<file path="config.mk">
export PLATFORM = sky130hd
export DESIGN_NAME = loop_nest_ctrl_flat
export DESIGN_NICKNAME = d
export VERILOG_FILES = /design/src/rtl/loop_nest_ctrl_pkg.sv /design/src/rtl/loop_nest_ctrl_if.sv /design/src/rtl/loop_nest_ctrl_loop_level.sv /design/src/rtl/loop_nest_ctrl.sv /design/src/flat_wrapper.sv
export SDC_FILE = /design/constraint.sdc
export NUM_CORES = 1
export LEC_CHECK = 0
export ABC_AREA = 1
export CORE_ASPECT_RATIO = 0.5
export CORE_MARGIN = 8
export CORE_UTILIZATION = 35
export CTS_CLUSTER_DIAMETER = 80
export DETAILED_ROUTE_END_ITERATION = 6
export SLEW_MARGIN = 15
export SYNTH_ARGS = -nofsm -noshare
export SYNTH_HDL_FRONTEND = slang
export SYNTH_HIERARCHICAL = 1
export SYNTH_SLANG_ARGS = --single-unit
export TNS_END_PERCENT = 1
</file>
<file path="constraint.sdc">
create_clock -name clk -period 4.4 [get_ports clk]
set_input_delay 0.88 -clock clk [delete_from_list [all_inputs] [get_ports clk]]
set_output_delay 0.88 -clock clk [all_outputs]
set_load 0.03 [all_outputs]
</file>
<file path="src/rtl/loop_nest_ctrl_pkg.sv">
// cnn_accel_pkg: definitions shared by the loop-nest sequencer and the
// surrounding convolution datapath blocks.
//   CNN_CW        default width of an iteration index counter
//   loop_state_t  sequencer state encoding (IDLE / RUN / DONE)
package cnn_accel_pkg;

  localparam int CNN_CW = 16;

  typedef enum logic [1:0] {
    IDLE = 2'd0,
    RUN  = 2'd1,
    DONE = 2'd2
  } loop_state_t;

endpackage

</file>
<file path="src/rtl/loop_nest_ctrl_if.sv">
// loop_nest_ctrl_if: handshake and iteration-stream bundle of the loop-nest
// sequencer.
//   master modport : issuer side (drives start/ena[/abort], observes stream)
//   slave modport  : sequencer side
//   start, ena        issuer -> sequencer
//   abort             issuer -> sequencer, only when LOOP_NEST_ABORT_EN is defined
//   busy, iter_vld    sequencer status / "indices consumed this cycle"
//   idx0, idx1, idx2  inner, middle, outer index (CW bits each)
//   last0, last_all   innermost-at-end / final-iteration flags
//   done              one-cycle pulse after the nest has finished
interface loop_nest_ctrl_if
  import cnn_accel_pkg::*;
#(
  parameter int CW = CNN_CW
);

  logic          start;
  logic          ena;
`ifdef LOOP_NEST_ABORT_EN
  logic          abort;
`endif
  logic          busy;
  logic          iter_vld;
  logic [CW-1:0] idx0;
  logic [CW-1:0] idx1;
  logic [CW-1:0] idx2;
  logic          last0;
  logic          last_all;
  logic          done;

`ifdef LOOP_NEST_ABORT_EN
  modport master (
    output start, ena, abort,
    input  busy, iter_vld, idx0, idx1, idx2, last0, last_all, done
  );
  modport slave (
    input  start, ena, abort,
    output busy, iter_vld, idx0, idx1, idx2, last0, last_all, done
  );
`else
  modport master (
    output start, ena,
    input  busy, iter_vld, idx0, idx1, idx2, last0, last_all, done
  );
  modport slave (
    input  start, ena,
    output busy, iter_vld, idx0, idx1, idx2, last0, last_all, done
  );
`endif

endinterface

</file>
<file path="src/rtl/loop_nest_ctrl_loop_level.sv">
// loop_level: one wrapping index counter of the loop nest.
//   clk     rising-edge clock
//   rst     synchronous active-low reset
//   clr     force index back to 0 (end of nest / abort), wins over adv
//   adv     step the index by one this cycle
//   idx     current index, 0 .. MAX-1
//   at_max  idx == MAX-1
//   wrap    adv & at_max; drives adv of the next outer level
// With MAX=1 the index never leaves 0 and every advance is also a wrap.
module loop_level #(
  parameter int CW  = 16,
  parameter int MAX = 8
) (
  input  logic          clk,
  input  logic          rst,
  input  logic          clr,
  input  logic          adv,
  output logic [CW-1:0] idx,
  output logic          at_max,
  output logic          wrap
);

  // MAX may equal 2^CW, so the terminal value is formed as a CW-bit constant.
  localparam logic [CW-1:0] LAST = CW'(MAX - 1);

  always_ff @(posedge clk) begin
    if (!rst) begin
      idx <= '0;
    end else if (clr) begin
      idx <= '0;
    end else if (adv) begin
      idx <= at_max ? '0 : idx + 1'b1;
    end
  end

  assign at_max = (idx == LAST);
  assign wrap   = adv & at_max;

endmodule

</file>
<file path="src/rtl/loop_nest_ctrl.sv">
// loop_nest_ctrl: three-level nested-loop sequencer. After a one-cycle start
// it emits every (idx2, idx1, idx0) combination in order, idx0 fastest, one
// per cycle with ena high, then pulses done.
//   clk   rising-edge clock
//   rst   synchronous active-low reset
//   bus   loop_nest_ctrl_if.slave (start, ena, [abort], busy, iter_vld,
//         idx0..idx2, last0, last_all, done)
// Parameters: CW index width; MAX0/MAX1/MAX2 trip counts (1 .. 2^CW).
// Optional feature: macro LOOP_NEST_ABORT_EN adds the abort input, which ends
// a running nest early through the normal DONE pulse.
//
// state | meaning
// ------+--------------------------------------------------------------
// IDLE  | waiting for start; indices are 0
// RUN   | iterating; one iteration consumed per cycle with ena=1
// DONE  | done pulse cycle; returns to IDLE unconditionally
module loop_nest_ctrl
  import cnn_accel_pkg::*;
#(
  parameter int CW   = CNN_CW,
  parameter int MAX0 = 8,
  parameter int MAX1 = 8,
  parameter int MAX2 = 8
) (
  input  logic            clk,
  input  logic            rst,
  loop_nest_ctrl_if.slave bus
);

  loop_state_t   state;
  logic          busy_q;
  logic          done_q;

  logic          run;
  logic          abort_hit;
  logic          clr;
  logic          adv0;
  logic          wrap0;
  logic          wrap1;
  logic          wrap2;
  logic          at0;
  logic          at1;
  logic          at2;
  logic [CW-1:0] i0;
  logic [CW-1:0] i1;
  logic [CW-1:0] i2;

  assign run = (state == RUN);

`ifdef LOOP_NEST_ABORT_EN
  assign abort_hit = run & bus.abort;
`else
  assign abort_hit = 1'b0;
`endif

  // Abort beats ena: an aborted cycle consumes no iteration.
  assign adv0 = run & bus.ena & ~abort_hit;

  // wrap2 is the consumption of the final iteration; the levels would wrap
  // to 0 by themselves, clr makes the abort path land in the same place.
  assign clr = abort_hit | wrap2;

  loop_level #(.CW(CW), .MAX(MAX0)) u_lvl0 (
    .clk    (clk),
    .rst    (rst),
    .clr    (clr),
    .adv    (adv0),
    .idx    (i0),
    .at_max (at0),
    .wrap   (wrap0)
  );

  loop_level #(.CW(CW), .MAX(MAX1)) u_lvl1 (
    .clk    (clk),
    .rst    (rst),
    .clr    (clr),
    .adv    (wrap0),
    .idx    (i1),
    .at_max (at1),
    .wrap   (wrap1)
  );

  loop_level #(.CW(CW), .MAX(MAX2)) u_lvl2 (
    .clk    (clk),
    .rst    (rst),
    .clr    (clr),
    .adv    (wrap1),
    .idx    (i2),
    .at_max (at2),
    .wrap   (wrap2)
  );

  always_ff @(posedge clk) begin
    if (!rst) begin
      state  <= IDLE;
      busy_q <= 1'b0;
      done_q <= 1'b0;
    end else begin
      case (state)
        IDLE: begin
          if (bus.start) begin
            state  <= RUN;
            busy_q <= 1'b1;
          end
        end
        RUN: begin
          if (abort_hit || wrap2) begin
            state  <= DONE;
            busy_q <= 1'b0;
            done_q <= 1'b1;
          end
        end
        DONE: begin
          state  <= IDLE;
          done_q <= 1'b0;
        end
        default: begin
          state  <= IDLE;
          busy_q <= 1'b0;
          done_q <= 1'b0;
        end
      endcase
    end
  end

  assign bus.busy     = busy_q;
  assign bus.done     = done_q;
  assign bus.iter_vld = adv0;
  assign bus.idx0     = i0;
  assign bus.idx1     = i1;
  assign bus.idx2     = i2;
  // Flags only carry meaning while a nest is running.
  assign bus.last0    = busy_q & at0;
  assign bus.last_all = busy_q & at0 & at1 & at2;

endmodule

</file>
<file path="src/flat_wrapper.sv">
// flat-port wrapper written by rule: the top's interface ports become plain ports
module loop_nest_ctrl_flat import cnn_accel_pkg::*;
#(
  parameter int CW   = CNN_CW,
  parameter int MAX0 = 8,
  parameter int MAX1 = 8,
  parameter int MAX2 = 8
)
  (clk, rst, bus_start, bus_ena, bus_busy, bus_iter_vld, bus_idx0, bus_idx1, bus_idx2, bus_last0, bus_last_all, bus_done);
  loop_nest_ctrl_if #(.CW(CW)) bus_i ();
  input  logic clk;
  input  logic rst;
  input wire logic [$bits(bus_i.start)-1:0] bus_start;
  input wire logic [$bits(bus_i.ena)-1:0] bus_ena;
  output wire logic [$bits(bus_i.busy)-1:0] bus_busy;
  output wire logic [$bits(bus_i.iter_vld)-1:0] bus_iter_vld;
  output wire logic [$bits(bus_i.idx0)-1:0] bus_idx0;
  output wire logic [$bits(bus_i.idx1)-1:0] bus_idx1;
  output wire logic [$bits(bus_i.idx2)-1:0] bus_idx2;
  output wire logic [$bits(bus_i.last0)-1:0] bus_last0;
  output wire logic [$bits(bus_i.last_all)-1:0] bus_last_all;
  output wire logic [$bits(bus_i.done)-1:0] bus_done;
  assign bus_i.start = bus_start;
  assign bus_i.ena = bus_ena;
  assign bus_busy = bus_i.busy;
  assign bus_iter_vld = bus_i.iter_vld;
  assign bus_idx0 = bus_i.idx0;
  assign bus_idx1 = bus_i.idx1;
  assign bus_idx2 = bus_i.idx2;
  assign bus_last0 = bus_i.last0;
  assign bus_last_all = bus_i.last_all;
  assign bus_done = bus_i.done;
  loop_nest_ctrl #(.CW(CW), .MAX0(MAX0), .MAX1(MAX1), .MAX2(MAX2)) u_core (.clk(clk), .rst(rst), .bus(bus_i));
endmodule
</file>
==> flow_summary.ini <==
[run_status]
outcome = finished clean

[critical_path]
cp.required_ps = 3520
critPathArrivalTime_ps = 2410
crit_path_end_kind = output port
path_max_fanout = 11
start_kind = primary input
timing.rr.start = u_core/u_lvl0/idx[0]$_SDFFE_PP0P_
crit_start = bus_ena
crit_type = in2out

[power_and_ir_drop]
power_density_nw_per_um2 = 252.8
max-vdd-ir-drop_uv = 142.4
cellLeakagePower_nw = 1.490

[die]
num_io_pins = 57
core_um2 = 8144
fp-row-count = 23
die_h_um = 81.36
fp.dieArea_um2 = 11940
start_util_pct = 36.72
die_w_um = 146.7

[synth]
synth_edf_count = 0
syn_nets = 435
syn_area_per_cell_um2 = 6.987
yosysSeqAreaShare_pct = 34.81
async_flop_share_pct = 0
synth.cell_area_um2 = 2990
synth_area_leader_cell = dfxtp_1
synth_cells = 428
ys_top_cells_by_count = 87 x nand2_1, 87 x nor2_1, 52 x dfxtp_1
synth_cell_types = 27
yosys-top-cells-area = dfxtp_1 35%, nand2_1 11%, nor2_1 11%
synth_ff_type = dfxtp_1
synthDominantCellAreaShare_pct = 34.81
synth_warnings = 6
synth_seq_cells = 52

[grt]
grt_max_degree = 16
overflow = 0
antenna_found_initial = 0
grt_usage_pct = 13.13
grt_pass1_wl_um = 12960
grt_pass1_vias = 2628

[route]
viasPerCell = 4.692
drt-initial-drc-count = 169
wl_met3_um = 356
top_layer = met4
wl_met1_um = 3947
wirelength_um = 7558
wl_per_cell_um = 12.53
drt_first_pass_iters = 4
ant_nets = 0
dr_wl_met2_um = 3184
drcViolationCount = 0
vias = 2829

[sta]
hold_viol_final = 0
setup_viol = 0
relSlewSlack_pct = 70.68
final.min_clock_period_ps = 3289
maxSlewViolCount = 0
fmax_ghz = 0.3041
post-route-period-util_pct = 74.74
fin_worst_skew_ps = 7.627
tns_ps = 0
tightest_slew_ps = 436.4
rsz0062_at_grt = no
fin_ws_ps = 1111
holdWs_ps = 455.9

[clocking]
cts.sinks = 52
cts_max_level = 2
cts_hold_buf = 0
clkTransAtPathRegs_ps = 70
cts.repair.resized = 0
cts_buffers = 5
root_buffer = clkbuf_16
clk_path_buf_depth = 2
cts_tree = done
clk_latency_ps = 290
postCtsSetupBuffers = 0

[cells_and_area]
layout.nets = 497
area_growth_pct = 29.29
drive_gt1_share_pct = 12.02
antenna_cells = 0
fill_cells = 815
final_core_util_pct = 47.47

[run]
cap_violations = 0

[worst_hold_path]
hold_path_class = reg2reg
min_from = u_core/bus.done$_SDFFE_PN0P_

[placed_design]
pre_cts_ws_ps = 917.6
dp_hpwl_um = 5784
port_buffers = 56
gp_congestion = 0.7780
-- kinds of logic after synthesis --
family,count (synthesis),synth area share (%)
adders and majority gates,3,1.255
muxes,3,1.004
and+or+nand+nor,282,46.61
DFF,52,34.81
AOI/OAI and AO/OA,27,6.025
xor gates and xnor gates,12,3.515
buffers and inverters,49,6.778
-- registers in the layout, indices dropped and copies added, names as in the netlist --
| register | flops |
|---|---|
| u_core/bus.done | 1 |
| u_core/state | 2 |
| u_core/u_lvl2/idx | 16 |
| u_core/u_lvl0/idx | 16 |
| u_core/u_lvl1/idx | 16 |
| u_core/bus.busy | 1 |
-- worst paths after layout --
path,depth (start not counted),to,slack [ps]
worst max-delay path,3,bus_iter_vld,1110
worst min-delay path,2,u_core/bus.done$_SDFFE_PN0P_,460
worst max register to register,15,u_core/u_lvl0/idx[2]$_SDFFE_PP0P_,1590
worst min register to register,2,u_core/bus.done$_SDFFE_PN0P_,460
-- critical path, cell delays in order --
cell and delay, ps:
clkdlybuf4s50_1 440, and3_2 350, clkdlybuf4s50_1 730
-- power by group --
part	switching, mW	total, mW	leakage, nW	internal [mW]
clock	0.169	0.469	0.0901	0.300
sequential	0.00269	0.475	0.419	0.473
combinational	0.0216	0.0330	0.980	0.0115
total	0.194	0.977	1.49	0.784
-- cell type report --
class                           count  area [µm²]  share of cell area, %
Timing Repair Buffer               58       575.6                  14.89
Clock buffer                        7       152.6                  3.948
Multi-Input combinational cell    327        1747                  45.18
Inverter                           46       180.2                  4.660
Clock inverter                      1       30.03                 0.7767
Tap cell                          112       140.1                  3.625
Sequential cell                    52        1041                  26.93
-- per-stage QoR --
| step | total power, mW | area (µm²) | std cells |
|---|---|---|---|
| global placement | 0.5191 | 3684 | 595 |
| global route | 1.014 | 3866 | 603 |
| CTS | 0.9919 | 3866 | 603 |
| floorplan | 0.5075 | 2990 | 428 |
| detailed placement | 0.5192 | 3684 | 595 |
| finish | 0.9774 | 3866 | 603 |
-- metal layers --
metal,global-route usage (%),up-vias
met1,17.46,1256
met2,20.87,48
met4,3.364,0
met5,0,-
li1,-,1517
met3,3.492,8
-- cells in the final DEF (no fill, tap or decap) --
cell,n
a31oi_1,3
nand3b_1,1
nand2_1,87
inv_4,3
clkbuf_8,2
o21bai_2,3
clkdlybuf4s50_1,56
nand2_2,3
nand4_1,9
nor3_2,6
and3_1,3
nand2_4,3
bufinv_16,1
nand3_1,46
clkbuf_16,5
nor2_2,9
dfxtp_1,52
a21oi_1,18
and3_2,1
xnor2_1,3
nor2_1,87
a211oi_2,3
nor2_4,6
inv_1,43
ha_1,3
nor3_4,3
xor2_1,9
nand3_2,9
buf_4,2
nor3_1,9
mux2i_1,3
Note: power is estimated with default switching activity, not from simulation.
